## src/rtl/rr_onehot_arbiter.sv

```systemverilog
// -----------------------------------------------------------------------------
// rr_onehot_arbiter
//
// Registered round-robin arbiter. It picks one of REQ_NUM requesters and
// presents the winner as a one-hot grant. The grant feeds the sel_in of the
// downstream data selector. A valid/ready handshake holds the grant until the
// consumer accepts it. On acceptance the priority pointer moves to the index
// just past the winner.
//
// Parameters
//   REQ_NUM    number of requesters and one-hot grant width (2..32)
//   IDX_WIDTH  width of the encoded grant index (derived, do not override)
//
// Ports
//   clk              rising-edge clock
//   rst              synchronous active-high reset
//   req_in           per-requester pending flags (level-sensitive)
//   grant_ready_in   consumer accepts the current grant this cycle
//   grant_out        registered one-hot grant, all-zero when idle
//   grant_valid_out  grant_out holds exactly one set bit
//   grant_index_out  binary index of the granted requester, 0 when idle
// -----------------------------------------------------------------------------
module rr_onehot_arbiter #(
    parameter int REQ_NUM   = 4,
    parameter int IDX_WIDTH = $clog2(REQ_NUM)
) (
    input  logic                 clk,
    input  logic                 rst,
    input  logic [REQ_NUM-1:0]   req_in,
    input  logic                 grant_ready_in,
    output logic [REQ_NUM-1:0]   grant_out,
    output logic                 grant_valid_out,
    output logic [IDX_WIDTH-1:0] grant_index_out
);

    typedef enum logic {
        IDLE    = 1'b0,
        GRANTED = 1'b1
    } state_t;

    state_t                 state_q;
    state_t                 state_d;
    logic [IDX_WIDTH-1:0]   ptr;
    logic [IDX_WIDTH-1:0]   ptr_d;
    logic [REQ_NUM-1:0]     grant_d;
    logic [IDX_WIDTH-1:0]   index_d;

    logic                   fire;
    logic                   arb_en;
    logic [IDX_WIDTH-1:0]   search_ptr;
    logic                   win_found;
    logic [IDX_WIDTH-1:0]   win_idx;

    // (base + off) mod REQ_NUM; one extra bit holds the sum before wrapping.
    function automatic logic [IDX_WIDTH-1:0] wrap_add(
        input logic [IDX_WIDTH-1:0] base,
        input int                   off
    );
        logic [IDX_WIDTH:0] sum;
        sum = {1'b0, base} + (IDX_WIDTH+1)'(off);
        if (sum >= (IDX_WIDTH+1)'(REQ_NUM)) begin
            sum = sum - (IDX_WIDTH+1)'(REQ_NUM);
        end
        return sum[IDX_WIDTH-1:0];
    endfunction

    assign grant_valid_out = (state_q == GRANTED);

    // The pointer update on a handshake is also used in the same cycle's
    // search. This lets the requester just served drop to the lowest priority
    // immediately, so back-to-back grants stay fair.
    always_comb begin
        fire       = grant_valid_out && grant_ready_in;
        arb_en     = !grant_valid_out || grant_ready_in;
        search_ptr = fire ? wrap_add(grant_index_out, 1) : ptr;
    end

    // Rotating priority scan: first set request at or above search_ptr,
    // wrapping from REQ_NUM-1 back to 0.
    always_comb begin
        win_found = 1'b0;
        win_idx   = '0;
        for (int off = 0; off < REQ_NUM; off++) begin
            if (!win_found && req_in[wrap_add(search_ptr, off)]) begin
                win_found = 1'b1;
                win_idx   = wrap_add(search_ptr, off);
            end
        end
    end

    always_comb begin
        state_d = state_q;
        grant_d = grant_out;
        index_d = grant_index_out;
        ptr_d   = ptr;

        if (fire) begin
            ptr_d = wrap_add(grant_index_out, 1);
        end

        // When arb_en is low, the grant is held. Request changes are ignored
        // until the consumer accepts the grant.
        if (arb_en) begin
            if (win_found) begin
                state_d = GRANTED;
                grant_d = REQ_NUM'(1) << win_idx;
                index_d = win_idx;
            end else begin
                state_d = IDLE;
                grant_d = '0;
                index_d = '0;
            end
        end
    end

    always_ff @(posedge clk) begin
        if (rst) begin
            state_q         <= IDLE;
            grant_out       <= '0;
            grant_index_out <= '0;
            ptr             <= '0;
        end else begin
            state_q         <= state_d;
            grant_out       <= grant_d;
            grant_index_out <= index_d;
            ptr             <= ptr_d;
        end
    end

    // Structural invariants of the registered grant.
    a_onehot0 : assert property (@(posedge clk) disable iff (rst)
        $onehot0(grant_out));
    a_valid_matches : assert property (@(posedge clk) disable iff (rst)
        grant_valid_out == (|grant_out));
    a_index_matches : assert property (@(posedge clk) disable iff (rst)
        grant_valid_out |-> (grant_out == (REQ_NUM'(1) << grant_index_out)));

endmodule
```

## config.mk

```make
export PLATFORM = sky130hd
export DESIGN_NAME = rr_onehot_arbiter
export DESIGN_NICKNAME = d
export VERILOG_FILES = /design/src/rtl/rr_onehot_arbiter.sv
export SDC_FILE = /design/constraint.sdc
export NUM_CORES = 1
export LEC_CHECK = 0
export ABC_AREA = 1
export CELL_PAD_IN_SITES_DETAIL_PLACEMENT = 2
export CELL_PAD_IN_SITES_GLOBAL_PLACEMENT = 2
export CORE_ASPECT_RATIO = 0.75
export CORE_UTILIZATION = 25
export DETAILED_ROUTE_END_ITERATION = 10
export PLACE_DENSITY_LB_ADDON = 0.1
export SYNTH_ARGS = -nofsm -noshare
export SYNTH_HDL_FRONTEND = slang
export SYNTH_SLANG_ARGS = --single-unit
```

## constraint.sdc

```tcl
create_clock -name clk -period 2.2 [get_ports clk]
set_input_delay 0.66 -clock clk [delete_from_list [all_inputs] [get_ports clk]]
set_output_delay 0.66 -clock clk [all_outputs]
set_load 0.005 [all_outputs]
```

### Word level (Yosys, flattened, before mapping)

Cells that the tools add are included.

* bits in registers: 9
* latch bits: 0
* bits in writable memories: 0
* bits in read-only memories: 0
* input bits: 7
* word-level logic and storage cells: 57
* memories kept: 0

* add/subtract/negate cells: 9
* multiply operators: 0
* div/mod/pow operators: 0
* $lt $le $gt $ge: 9
* eq/ne operators: 0
* shifts and indexed selects: 1
* muxes and demuxes: 25
* bitwise logic cells: 0
* reduce and logical (&&, ||, !) cells: 9

Operators with widths (number)
* $mux W2: 11
* $ge A3 B3 Y1 const B: 4
* $lt A2 B3 Y1 const B: 4
* $sub A2 B1 Y2 const B: 5
* $mux W1: 9
* $bmux W1 S2: 4
* $add A2 B1 Y3 const B: 2
* $add A2 B2 Y3 const B: 2
* $logic_and A1 B1 Y1: 4
* $logic_not A1 Y1: 4
* $mux W4: 1
* $shl A1 B2 Y4 const A: 1
* $ge A2 B3 Y1 const B: 1
* $logic_or A1 B1 Y1: 1

### Depth between registers and ports, before layout

Gate-level depths: netlist of the first run.

* depth after elaboration: 20
* gate-level depth with buffers: 16
* gate-level depth less buffers: 16

### Least setup slack after synthesis of the first run

No wires, ideal clock.

* path kind: input to register
* from: input port grant_ready_in
* to: register grant_index_out[1]
* library setup time: 0.128 ns
* arrival time: 1.819 ns
* data required time: 2.072 ns
* slack: 0.253 ns
* stages on the path: 15
* buffers on the path: 1
* path through: nand2_2 > nand2_4 > nand2_2 > buf_6 > nand2_1 > nand2_1 > inv_1 > nand2_1 > nand2_2 > nand3_1 > nand2_1 > nor2_2 > nor2_2 > a21oi_1 > nor2_1

* longest elaborated chain between the ends: 17

Ends and longest elaborated chain
* start: declaration: line 30 `input logic grant_ready_in,`
* branches (longest 17 deep; another with $add A2 B1 Y3)
* end signal: assignment: line 125 `grant_index_out <= index_d;`
* end: declaration: line 33 `output logic [IDX_WIDTH-1:0] grant_index_out`

Parallel ways; which one is timed is not known. The select of a mux whose other input is x is not followed.
A chain may end at the register's enable or synchronous reset.

### Final worst setup path of the first run

* from: input port req_in[1]
* to: register grant_out[3]

* longest elaborated chain between the ends: 14

Ends and longest elaborated chain
* start: declaration: line 29 `input logic [REQ_NUM-1:0] req_in,`
* $bmux W1 S2: line 84 `if (!win_found && req_in[wrap_add(search_ptr, off)]) begin`
* $mux W1 (implied by the code): line 84
* $mux W1: line 84
* $logic_not A1 Y1: line 84
* $logic_and A1 B1 Y1: line 84
* $mux W1: line 84
* $logic_not A1 Y1: line 84
* $logic_and A1 B1 Y1: line 84
* $mux W1: line 84
* $logic_not A1 Y1: line 84
* $logic_and A1 B1 Y1: line 84
* $mux W2: line 84
* $shl A1 B2 Y4: line 106 `grant_d = REQ_NUM'(1) << win_idx;`
* $mux W4 *: line 104 `if (win_found) begin`
* end signal: assignment: line 124 `grant_out <= grant_d;`
* end: declaration: line 31 `output logic [REQ_NUM-1:0] grant_out,`

Every way passes the cells marked *; elsewhere a longest branch is shown, timed or not. The select of a mux whose other input is x is not followed.

==> results.json, run 1 <==
{
  "cellPowerDensity_mw_per_mm2": 773,
  "final_hold_viol_count": 0,
  "ys_seq_area_frac": 0.245,
  "relSlewSlack": 0.750,
  "cts_buffer_depth": 2,
  "multi_input_area_um2": 539,
  "finalNetCount": 157,
  "cts_tree": "yes",
  "hp-class": "reg -> reg",
  "die_w_um": 64.6,
  "dieArea_mm2": 0.00316,
  "crit_fanout": 7,
  "drt-total-wl_mm": 2.54,
  "post_drt_wl_per_cell_um": 13.7,
  "finalSetupViolCount": 0,
  "vias": 860,
  "path_clk_slew_ns": 0.05,
  "synthCells": 122,
  "track_usage": 0.178,
  "fp.dieH_um": 48.9,
  "ys_ff_latch": 9,
  "route.detailed.drc": 0,
  "seq_area_um2": 180,
  "grt_overflow": 0,
  "ys_warn_count": 0,
  "cp_common_cell": "nand2_1",
  "post-route-util": 0.404,
  "start_util": 0.272,
  "io_pins": 14,
  "synth_xor_area_frac": 0,
  "synthesis.area_um2": 734,
  "status": "completed",
  "worst_pin_slew_ns": 0.374,
  "drt_iter0_markers": 17,
  "core-area_mm2": 0.00270,
  "leakage_nw": 0.523,
  "grt_max_degree": 11,
  "clockRootBuffer": "clkbuf_8",
  "yosys.area_share.simple": 0.538,
  "layout-drive-gt1-share": 0.275,
  "viasPerCell": 4.65,
  "drt_pass1_iterations": 3,
  "synth_fp_nets": 129,
  "place_inst": 180,
  "clock_latency_ns": 0.24,
  "crit_type": "in -> reg",
  "synth_top_family_by_area": "simple AND/OR/NAND/NOR gates",
  "cp_cell_sequence": "clkdlybuf4s50_1, inv_2, nand3_2, nand2_2, nand2_1, o21ai_4, nand2_1, nand2_1, inv_1, nand2_1, nand2_1, inv_1, nand2_1, a21oi_2",
  "area_delta_synth_final_pct": 48.6,
  "finalMaxSlewViolations": 0,
  "port_buffers": 13,
  "dp_hpwl_mm": 2.05,
  "power_mw": 0.844,
  "cts_buffers": 3,
  "crit_path_max_incr_delay_ns": 0.43,
  "post_synth_fa_ha_maj_area_fraction": 0,
  "finalCritPeriodShare": 0.942,
  "dp_slack_ns": -0.603,
  "htreeDepth": 1,
  "clock-sinks": 9,
  "ir_drop_uv": 422,
  "gp_congestion": 0.731,
  "worstPathArrival_ns": 2.24,
  "ant_nets": 0,
  "end_kind": "flop",
  "grt_pass1_wl_mm": 4.18,
  "cp-start-kind": "input port",
  "fillers": 335,
  "fmax_mhz": 483,
  "num_rows": 16,
  "synth_compound_gate_area_share": 0.109,
  "place_area_um2": 977,
  "skew_ns": 0.00369,
  "drv_cap": 0,
  "fin_cells": 185,
  "synth.mux.area_fraction": 0,
  "period_needed_ns": 2.07,
  "antenna_found_initial": 0,
  "cts-hold-fix-buffers": 0,
  "grt_pass1_vias": 896,
  "yosys.cell_types.count": 19,
  "postLayoutCellArea_mm2": 0.00109,
  "slowest_stage": "clkdlybuf4s50_1",
  "antenna_cells": 0,
  "synth_area_per_cell_um2": 6.02,
  "setup_ws_ns": 0.128,
  "required_ns": 2.37
}
## kinds of logic after synthesis
family                 after synthesis
and+or+nand+nor                     83
AOI/OAI and AO/OA                   11
buffers and inverters               19
DFF                                  9
## cell type report
cell class | count | area share
multi-input cells | 94 | 0.494
repair buffers | 25 | 0.200
flip-flops and latches | 9 | 0.165
inverters | 17 | 0.0585
clock buffers | 4 | 0.0413
well taps | 36 | 0.0413
## metal layers
layer  track usage  vias to the layer above  part of all wire
met5             0                        -                 0
met2         0.288                        9              0.47
met3        0.0491                        4             0.028
li1              -                      446                 -
met4        0.0556                        0             0.011
met1         0.228                      401              0.49
## synth_stat cells
cell      instances  area share
a21oi_2           2       0.024
o21ai_4           1       0.022
clkinv_1          1      0.0051
nand2_4           1       0.015
o21ai_2           1       0.012
nor2_1            9       0.046
nand3_1          19        0.13
nand2_1          39        0.20
nand2_2           5       0.043
buf_6             1       0.015
o21ai_0           2       0.014
inv_1            16       0.082
nand3_2           4       0.055
a21oi_1           4       0.027
nor2_2            3       0.026
nand4_1           3       0.026
o21bai_1          1       0.010
buf_1             1      0.0051
dfxtp_1           9        0.25
## state kept, by name (all words and copies together) (netlist names)
register / flops
grant_valid_out: 1
ptr: 2
grant_index_out: 2
grant_out: 4
## worst max-delay path, delay by kind of cell
kind / cells / cell delay, ns
AOI/OAI and AO/OA: 2 / 0.23
and+or+nand+nor: 8 / 0.71
buffers and inverters: 4 / 0.62
## path summary, 6_finish.rpt
kind                                startpoint  cells past startpoint                               to  slack (ns)
setup reg to reg  grant_valid_out$_SDFFE_PP0P_                     14  grant_index_out[1]$_SDFFE_PP0P_        0.24
hold reg to reg      grant_out[0]$_SDFFE_PP0P_                      2        grant_out[0]$_SDFFE_PP0P_        0.46
hold / removal       grant_out[0]$_SDFFE_PP0P_                      2        grant_out[0]$_SDFFE_PP0P_        0.46
setup / recovery                     req_in[1]                     14        grant_out[3]$_SDFFE_PP0P_        0.13
## cells in the final DEF (no fill, tap or decap), drive strengths merged
master,instances
nand2,45
inv,17
o21ai,4
dlymetal6s2s,1
buf,12
o21bai,1
nor2,12
dfxtp,9
clkdlybuf4s50,11
nand4,3
nand3,23
a21oi,6
clkbuf,5
## power by group
| group | leakage (nW) | internal (mW) | switching (mW) | total [mW] |
|---|---|---|---|---|
| clock | 0.0228 | 0.126 | 0.0661 | 0.192 |
| sequential | 0.0741 | 0.191 | 0.0249 | 0.215 |
| combinational | 0.426 | 0.180 | 0.256 | 0.436 |
## repair_timing
| item | CTS | global route |
|---|---|---|
| cloned | 0 | 0 |
| pin swaps | 0 | 2 |
| setup endpoints to repair | 7 | 7 |
| gates resized for setup | 7 | 12 |
| setup buffers | 0 | 1 |
## stage by stage
step | hold slack (ns) | setup TNS, ns
3_3_place_gp | 0.453 | -3.07
6_report | 0.465 | 0
5_1_grt | 0.498 | -0.00130
2_1_floorplan | 0.462 | 0
3_5_place_dp | 0.462 | -3.80
4_1_cts | 0.469 | -0.0226
(Power assumes the default switching activity.)
==> run 2, diff against run 1 <==
- CORE_UTILIZATION: 25 -> 26
==> run 2 against run 1 <==
  * Sequential power about the same
  * Hold slack improved by 0.0063 ns
  * Flip-flop and latch count did not move
  * Core utilization is 2.7 points higher
  * Clock-buffer cell count stayed put
  * Register-to-register slack lost 0.07 ns
  * Highest routed layer unchanged
  * Die area decreased by 3.7%
  * Largest power group unchanged
  * Clock power hardly changed
  * Critical endpoint unchanged
  * Largest cell class unchanged
  * Total power rose by 6.2%
  * Cell area rose by 4.2%
  * Sequential share of layout area is 0.67 points lower
  * First-iteration DRC count grew 65%
==> results.json, run 2 (same netlist as run 1, synthesis figures left out) <==
{
  "status": "completed",
  "io_pins": 14,
  "final_hold_viol_count": 0,
  "cellPowerDensity_mw_per_mm2": 787,
  "worst_pin_slew_ns": 0.432,
  "cp-start-kind": "input port",
  "worstPathArrival_ns": 2.27,
  "hp-class": "reg -> reg",
  "path_clk_slew_ns": 0.05,
  "grt_overflow": 0,
  "relSlewSlack": 0.711,
  "cp_common_cell": "nand2_1",
  "required_ns": 2.36,
  "final_common_cell": "nand2_1",
  "vias": 918,
  "fp.dieH_um": 48.0,
  "drv_cap": 0,
  "clock-sinks": 9,
  "htreeDepth": 1,
  "antenna_found_initial": 0,
  "area_delta_synth_final_pct": 54.9,
  "track_usage": 0.185,
  "drt_pass1_iterations": 4,
  "route.detailed.drc": 0,
  "num_rows": 16,
  "grt_max_degree": 11,
  "finalNetCount": 161,
  "layout-drive-gt1-share": 0.333,
  "period_needed_ns": 2.11,
  "fin_cells": 189,
  "port_buffers": 13,
  "gp_congestion": 0.774,
  "leakage_nw": 0.555,
  "largest_register_ff_count": 4,
  "clockRootBuffer": "clkbuf_8",
  "grt_pass1_wl_mm": 4.23,
  "finalSetupViolCount": 0,
  "drt-total-wl_mm": 3.00,
  "cp_cell_sequence": "clkbuf_2, buf_4, nand3_1, nand2_2, nand3_2, nand2_1, nand2_1, nand2_2, nand3_2, nor2_2, nor2_4, nor2_4, nand2_1, a21oi_2",
  "most-common-layout-cells": "nand2_1 (34), nand3_1 (16), inv_1 (15), buf_4 (15), clkdlybuf4s50_1 (10)",
  "crit_family": "simple AND/OR/NAND/NOR gates",
  "crit_fanout": 5,
  "clock_latency_ns": 0.23,
  "largestRegisters": "grant_out: 4 flops, grant_index_out: 2 flops, ptr: 2 flops",
  "setup_ws_ns": 0.0853,
  "skew_ns": 0.00724,
  "finalMaxSlewViolations": 0,
  "grt_pass1_vias": 927,
  "fmax_mhz": 473,
  "viasPerCell": 4.86,
  "crit_path_max_incr_delay_ns": 0.15,
  "cts_tree": "yes",
  "ir_drop_uv": 353,
  "antenna_cells": 0,
  "post_drt_wl_per_cell_um": 15.9,
  "ant_nets": 0,
  "start_util": 0.278,
  "drt_iter0_markers": 28,
  "slowest_stage": "nor2_2",
  "finalCritPeriodShare": 0.961,
  "dieArea_mm2": 0.00304,
  "place_inst": 180,
  "die_w_um": 63.4,
  "top_register": "grant_out",
  "dp_hpwl_mm": 2.05,
  "dp_slack_ns": -0.545,
  "core-area_mm2": 0.00264,
  "end_kind": "flop",
  "cts_buffer_depth": 2,
  "cts-hold-fix-buffers": 0,
  "crit_type": "in -> reg",
  "cp_num_buf_inv": 2,
  "cts_buffers": 3
}
-- run 2: cell types whose count changed in the layout (fill, tap and decap cells not counted), sizes merged --
cell / delta
buf: +3
clkdlybuf4s50: -1
clkbuf: +1
dlymetal6s2s: +1
-- run 2: power by group --
part           switching, mW  total [mW]  leakage, nW  internal [mW]
Sequential            0.0245       0.215       0.0741          0.190
Clock                 0.0676       0.194       0.0228          0.126
Combinational          0.284       0.487        0.458          0.203
Total                  0.376       0.896        0.555          0.519
-- run 2: routing by layer --
metal  track usage  vias to the layer above  wire length [µm]
li1              -                      452                 -
met1         0.236                      447              1350
met2         0.345                       15              1530
met3        0.0429                        4                89
met4             0                        0                36
met5             0                        -                 0
-- run 2: layout make-up --
cell class | count | area [µm²]
multi-input cells | 94 | 553
clock buffers | 4 | 45.0
repair buffers | 29 | 250
fillers | 316 | 1510
inverters | 17 | 63.8
well taps | 36 | 45.0
flip-flops and latches | 9 | 180
-- run 2: path summary, 6_finish.rpt --
check / from / slack, ns / endpoint / depth (start not counted)
min reg2reg: grant_out[2]$_SDFFE_PP0P_ / 0.47 / grant_out[2]$_SDFFE_PP0P_ / 2
min: grant_out[2]$_SDFFE_PP0P_ / 0.47 / grant_out[2]$_SDFFE_PP0P_ / 2
max: grant_ready_in / 0.09 / grant_out[3]$_SDFFE_PP0P_ / 14
max reg2reg: grant_index_out[0]$_SDFFE_PP0P_ / 0.17 / grant_out[3]$_SDFFE_PP0P_ / 14
-- run 2: worst register-to-register path, delay by kind of cell, from the launching register on --
kind | cells | cell delay, ns
buf+inv | 1 | 0.09
flops | 1 | 0.41
compound gates | 1 | 0.14
simple gates | 12 | 1.30
-- run 2: repair_timing --
item / 4_1_cts / 5_1_grt
setup endpoints to repair: 7 / 7
gates cloned: 0 / 0
pin swaps: 2 / 6
buffers inserted: 0 / 5
gates resized for setup: 7 / 20
-- run 2: per-stage QoR --
step / setup TNS, ns / util / cell area [µm²] / hold slack (ns) / total power [mW]
final: 0 / 0.430 / 1140 / 0.471 / 0.896
after global routing: -0.0687 / 0.430 / 1140 / 0.512 / 0.968
after CTS: 0 / 0.395 / 1040 / 0.477 / 0.833
after detailed placement: -3.51 / 0.370 / 977 / 0.464 / 0.619
after global placement: -2.78 / 0.370 / 977 / 0.454 / 0.598
after floorplan: 0 / - / 734 / 0.462 / 0.457
